**src/rtl/key_switch_input.sv**
```systemverilog
// Memory-mapped key/switch input block: synchronises and debounces raw buttons and DIP switches,
// latches key presses into write-1-to-clear flags and drives a level interrupt.
module key_switch_input #(
  parameter int NUM_KEYS        = 8,
  parameter int DEBOUNCE_CYCLES = 250000,
  parameter int CNT_W           = 18
) (
  input  logic                clk_in,
  input  logic                sys_rstn,
  input  logic [NUM_KEYS-1:0] key_in,
  input  logic [31:0]         switch_in,
  input  logic [31:0]         Input_Addr,
  input  logic [3:0]          Input_WE,
  input  logic [31:0]         Input_WriteData,
  output logic [31:0]         Input_ReadData,
  output logic                Input_IRQ
);

  localparam logic [CNT_W-1:0] CNT_LAST = CNT_W'(DEBOUNCE_CYCLES - 1);
  localparam logic [CNT_W-1:0] CNT_ONE  = CNT_W'(1);

  typedef enum logic [1:0] {
    REG_SWITCH = 2'd0,
    REG_KEY    = 2'd1,
    REG_EDGE   = 2'd2,
    REG_CTRL   = 2'd3
  } reg_sel_t;

  // Synchronisers: raw keys idle high (released), switches idle low.
  logic [NUM_KEYS-1:0] key_s1, key_s2;
  logic [31:0]         sw_s1, sw_s2, sw_prev;

  logic [NUM_KEYS-1:0] key_stable, key_stable_nxt;
  logic [CNT_W-1:0]    key_cnt     [NUM_KEYS];
  logic [CNT_W-1:0]    key_cnt_nxt [NUM_KEYS];

  logic [31:0]         sw_stable, sw_stable_nxt;
  logic [CNT_W-1:0]    sw_cnt, sw_cnt_nxt;

  logic [NUM_KEYS-1:0] edge_flags, edge_nxt, edge_clear, key_rise, key_pressed;
  logic                ctrl_en, ctrl_nxt;

  logic [31:0]         byte_mask, clear_full;
  reg_sel_t            reg_sel;
  logic                unused_ok;

  assign reg_sel     = reg_sel_t'(Input_Addr[3:2]);
  assign key_pressed = ~key_s2;

  always_comb begin
    for (int b = 0; b < 4; b++) byte_mask[8*b +: 8] = {8{Input_WE[b]}};
  end

  assign clear_full = Input_WriteData & byte_mask;
  assign edge_clear = (reg_sel == REG_EDGE) ? clear_full[NUM_KEYS-1:0] : '0;
  assign ctrl_nxt   = (reg_sel == REG_CTRL && Input_WE[0]) ? Input_WriteData[0] : ctrl_en;
  assign unused_ok  = ^{Input_Addr[31:4], Input_Addr[1:0], clear_full};

  // NOTE: every combinational output gets a default first so no path leaves it unassigned (no latch).
  always_comb begin
    key_stable_nxt = key_stable;
    for (int i = 0; i < NUM_KEYS; i++) begin
      key_cnt_nxt[i] = '0;
      if (key_pressed[i] != key_stable[i]) begin
        if (key_cnt[i] == CNT_LAST) key_stable_nxt[i] = key_pressed[i];
        else                        key_cnt_nxt[i]    = key_cnt[i] + CNT_ONE;
      end
    end
  end

  // Shared switch counter restarts whenever the synchronised word moves again.
  always_comb begin
    sw_stable_nxt = sw_stable;
    sw_cnt_nxt    = '0;
    if (sw_s2 == sw_prev && sw_s2 != sw_stable) begin
      if (sw_cnt == CNT_LAST) sw_stable_nxt = sw_s2;
      else                    sw_cnt_nxt    = sw_cnt + CNT_ONE;
    end
  end

  // A press landing on the same edge as a clear of that bit keeps the flag set.
  assign key_rise = key_stable_nxt & ~key_stable;
  assign edge_nxt = (edge_flags & ~edge_clear) | key_rise;

  // NOTE: sequential state uses non-blocking assignments so all registers sample pre-edge values.
  always_ff @(posedge clk_in or negedge sys_rstn) begin
    if (!sys_rstn) begin
      key_s1     <= '1;
      key_s2     <= '1;
      sw_s1      <= '0;
      sw_s2      <= '0;
      sw_prev    <= '0;
      key_stable <= '0;
      sw_stable  <= '0;
      sw_cnt     <= '0;
      edge_flags <= '0;
      ctrl_en    <= 1'b0;
      Input_IRQ  <= 1'b0;
      // NOTE: the counter array is reset too; a press held through reset must restart from zero.
      for (int i = 0; i < NUM_KEYS; i++) key_cnt[i] <= '0;
    end else begin
      key_s1     <= key_in;
      key_s2     <= key_s1;
      sw_s1      <= switch_in;
      sw_s2      <= sw_s1;
      sw_prev    <= sw_s2;
      key_stable <= key_stable_nxt;
      sw_stable  <= sw_stable_nxt;
      sw_cnt     <= sw_cnt_nxt;
      edge_flags <= edge_nxt;
      ctrl_en    <= ctrl_nxt;
      Input_IRQ  <= ctrl_nxt & (|edge_nxt);
      for (int i = 0; i < NUM_KEYS; i++) key_cnt[i] <= key_cnt_nxt[i];
    end
  end

  // Reads see register contents ahead of any write on the coming edge.
  always_comb begin
    Input_ReadData = '0;
    case (reg_sel)
      REG_SWITCH: Input_ReadData = sw_stable;
      REG_KEY:    Input_ReadData = 32'(key_stable);
      REG_EDGE:   Input_ReadData = 32'(edge_flags);
      REG_CTRL:   Input_ReadData = {31'b0, ctrl_en};
      default:    Input_ReadData = '0;
    endcase
  end

endmodule

```
**config.mk**
```make
export PLATFORM = sky130hd
export DESIGN_NAME = key_switch_input
export DESIGN_NICKNAME = d
export VERILOG_FILES = /design/src/rtl/key_switch_input.sv
export SDC_FILE = /design/constraint.sdc
export NUM_CORES = 1
export LEC_CHECK = 0
export CORE_MARGIN = 8
export CORE_UTILIZATION = 58
export DETAILED_ROUTE_END_ITERATION = 8
export GPL_TIMING_DRIVEN = 0
export HOLD_SLACK_MARGIN = 0.15
export PLACE_DENSITY = 0.9
export SLEW_MARGIN = 5
export SYNTH_ARGS = -nofsm -noshare
export SYNTH_HDL_FRONTEND = slang
export SYNTH_SLANG_ARGS = --single-unit
export TNS_END_PERCENT = 100
```
**constraint.sdc**
```tcl
create_clock -name clk_in -period 5.88 [get_ports clk_in]
set_input_delay 1.176 -clock clk_in [delete_from_list [all_inputs] [get_ports clk_in]]
set_output_delay 1.176 -clock clk_in [all_outputs]
set_load 0.05 [all_outputs]
```
==> impl_metrics.toml <==
[run_status]
status = "finished, final reports clean"

[setup_path]
critPathKind = "in -> out"
cp.arrival_ps = 3930
path_max_fanout = 10
worst_ep_required_time_ps = 4700
end_kind = "output port"
startpoint_type = "input port"

[power_and_ir_drop]
pwr-share-seq_pct = 51.4
p_comb_share_pct = 4.2
leakagePower_nw = 7.07
swShare_pct = 22.4
switchingPower_mw = 1.02
ir_drop_v = 0.000249
pwr-share-clk_pct = 44.3
p_int_mw = 3.52
power_density_nw_per_um2 = 284

[clock_tree]
clock_sinks = 324
clockBufferDepth = 3
htree_levels = 1
cts_hold_buffers = 0
ctsResizeCount = 0
cts_setup_buffers = 0
insertion_delay_ps = 560
cts_tree = "built"
numCtsBuffers = 31
clkTransAtPathRegs_ps = 60
cts_root_buffer = "clkbuf_16"

[grt]
grt.total_usage_pct = 21.1
antenna_found_initial = 1
grt_pass1_wl_mm = 49.8
use_met3_pct = 3.19
grtUsageMet1_pct = 27.1
grt-busiest-layer = "met2"
grt_max_degree = 99
grt-ovfl-total = 0
grtUsageMet2_pct = 36.7
grt_pass1_vias = 9796

[floorplanning]
row_count = 56
die_w_um = 169
die_area_um2 = 28600
start_util_pct = 58.5
core_um2 = 23300
num_io_pins = 143
die_h_um = 169

[final_layout]
fin_area_um2 = 16000
final_layout_size_suffix_gt1_share_pct = 9.68
antenna_cells = 0
nFillCells = 1559
areaGrowthSynthToFinish_pct = 17.5
final_nets = 1406

[timing]
skew_ps = 15.6
worstMarginPinSlew_ps = 840
rsz0062_at_grt = "no"
fmax_mhz = 196
whs_ps = 350
fin_crit_sh_pct = 86.8
drv_slew = 0
post-route-min-period_ps = 5100
slew_headroom_pct = 43.5
finalHoldViolations = 0
setup_viol_count_final = 0

[flow_run]
cap_violations = 0

[place]
place_area_um2 = 15000
hpwl_mm = 19.9
place_congestion = 0.875
place.port_buffers = 85

[logic_synthesis]
synth.net_count = 1285
syn_area_um2 = 13600
yosysSeqAreaShare_pct = 59.7
synth_flop_cell = "dfrtp_1"
syn_inst = 1166
synth.avg_cell_area_um2 = 11.7
ys_types = 50
ys_ff_latch = 324
synthArstFlopShare_pct = 100
yosys_warnings = 0
synth-edff-count = 0

[drt]
via_per_inst = 5.60
ant_nets = 0
drtIter0Drc = 787
routed-via-count = 9137
drc = 0
first_pass_iters = 5
drt-total-wl_mm = 29.8
wl_per_cell_um = 18.3

[worst_hold_path]
holdCritPathClass = "reg -> reg"
## Yosys cell counts, types with 12 or more instances
library cell / n / area share (%)
nand2_1: 55 / 1.5
xnor2_1: 97 / 6.2
dfrtp_1: 308 / 57
dfstp_2: 16 / 3.1
and3_1: 37 / 1.7
nand3_1: 71 / 2.6
nor3_1: 35 / 1.3
nand4_1: 32 / 1.5
o21ai_0: 14 / 0.51
nor4_1: 22 / 1.0
and2_1: 31 / 1.4
xor2_1: 110 / 7.1
nor2_1: 186 / 5.1
inv_1: 15 / 0.41
nor4b_1: 12 / 0.77
mux2_4: 30 / 3.3
## final timing paths
kind,startpoint,end,slack (ps),cells past startpoint
setup / recovery,Input_Addr[3],Input_ReadData[1],780,6
hold / removal,sw_s1[15]$_DFF_PN0_,sw_s2[15]$_DFF_PN0_,350,0
setup reg to reg,sw_s2[28]$_DFF_PN0_,sw_cnt[12]$_DFF_PN0_,3340,6
hold reg to reg,sw_s1[15]$_DFF_PN0_,sw_s2[15]$_DFF_PN0_,350,0
max in group asynchronous,sys_rstn,key_s1[7]$_DFF_PN1_,4080,3
min in group asynchronous,sys_rstn,sw_cnt[13]$_DFF_PN0_,560,1
## sequential cells by signal (all words and copies together) (netlist names)
name	cells
key_s1	8
sw_stable	32
Input_IRQ	1
key_stable	8
sw_s2	32
key_cnt	144
key_s2	8
ctrl_en	1
sw_s1	32
sw_cnt	18
sw_prev	32
edge_flags	8
## per-stage QoR
step	utilization [%]	setup WS, ps	power (mW)	setup TNS (ps)	cells
6_report	68.8	776	4.54	0	1631
5_1_grt	68.8	636	4.70	0	1631
4_1_cts	68.8	814	4.58	0	1631
3_5_place_dp	64.3	827	2.57	0	1573
3_3_place_gp	63.9	-9690	2.55	-3063900	1570
2_1_floorplan	-	1890	2.44	0	1166
## cell type report
| class | count | area [um^2] | share of cell area, % |
|---|---|---|---|
| repair buffers | 88 | 938 | 5.86 |
| inverters | 15 | 56.3 | 0.352 |
| plain buffers | 18 | 100 | 0.625 |
| multi-input cells | 809 | 5330 | 33.3 |
| clock inverters | 21 | 211 | 1.32 |
| flip-flops and latches | 324 | 8130 | 50.8 |
| well taps | 319 | 399 | 2.49 |
| clock buffers | 37 | 838 | 5.24 |
## power by group through the flow
| stage | Sequential, mW | Clock [mW] | Combinational (mW) |
|---|---|---|---|
| floorplan | 2.36 | 0 | 0.0781 |
| global placement | 2.37 | 0 | 0.179 |
| detailed placement | 2.37 | 0 | 0.192 |
| CTS | 2.33 | 2.05 | 0.197 |
| global route | 2.34 | 2.14 | 0.216 |
| finish | 2.33 | 2.01 | 0.192 |
## metal layers
layer	vias up	routed length (um)
met2	257	15100
li1	4203	-
met3	69	1570
met1	4606	12400
met5	-	8
met4	2	786
## logic make-up (layout without fill, tap and decap cells)
group	after synthesis	after routing	synth area share [%]
AO/OA/AOI/OAI	45	45	2.19
XOR/XNOR	207	207	13.3
AND/OR/NAND/NOR	508	508	18.7
multiplexers	40	40	4.15
flip-flops	324	324	59.7
buffers and inverters	33	179	1.15
adder cells (fa/ha/maj)	9	9	0.827
## critical path, cell delays in order
cell and delay (ps):
clkdlybuf4s50_1 610, clkbuf_1 370, nor2b_1 570, nand2_1 110
o21ai_0 200, clkdlybuf4s50_1 890
## layout by cell type (no fill, tap or decap), types with 30 or more instances in the layout
master,n
clkdlybuf4s50_1,84
nor2_1,186
nand3_1,71
xnor2_1,97
clkbuf_16,31
nor3_1,35
nand4_1,32
dfrtp_1,308
nand2_1,55
xor2_1,110
and3_1,37
mux2_4,30
and2_1,31
No activity file was read; power rests on OpenSTA's default activity.
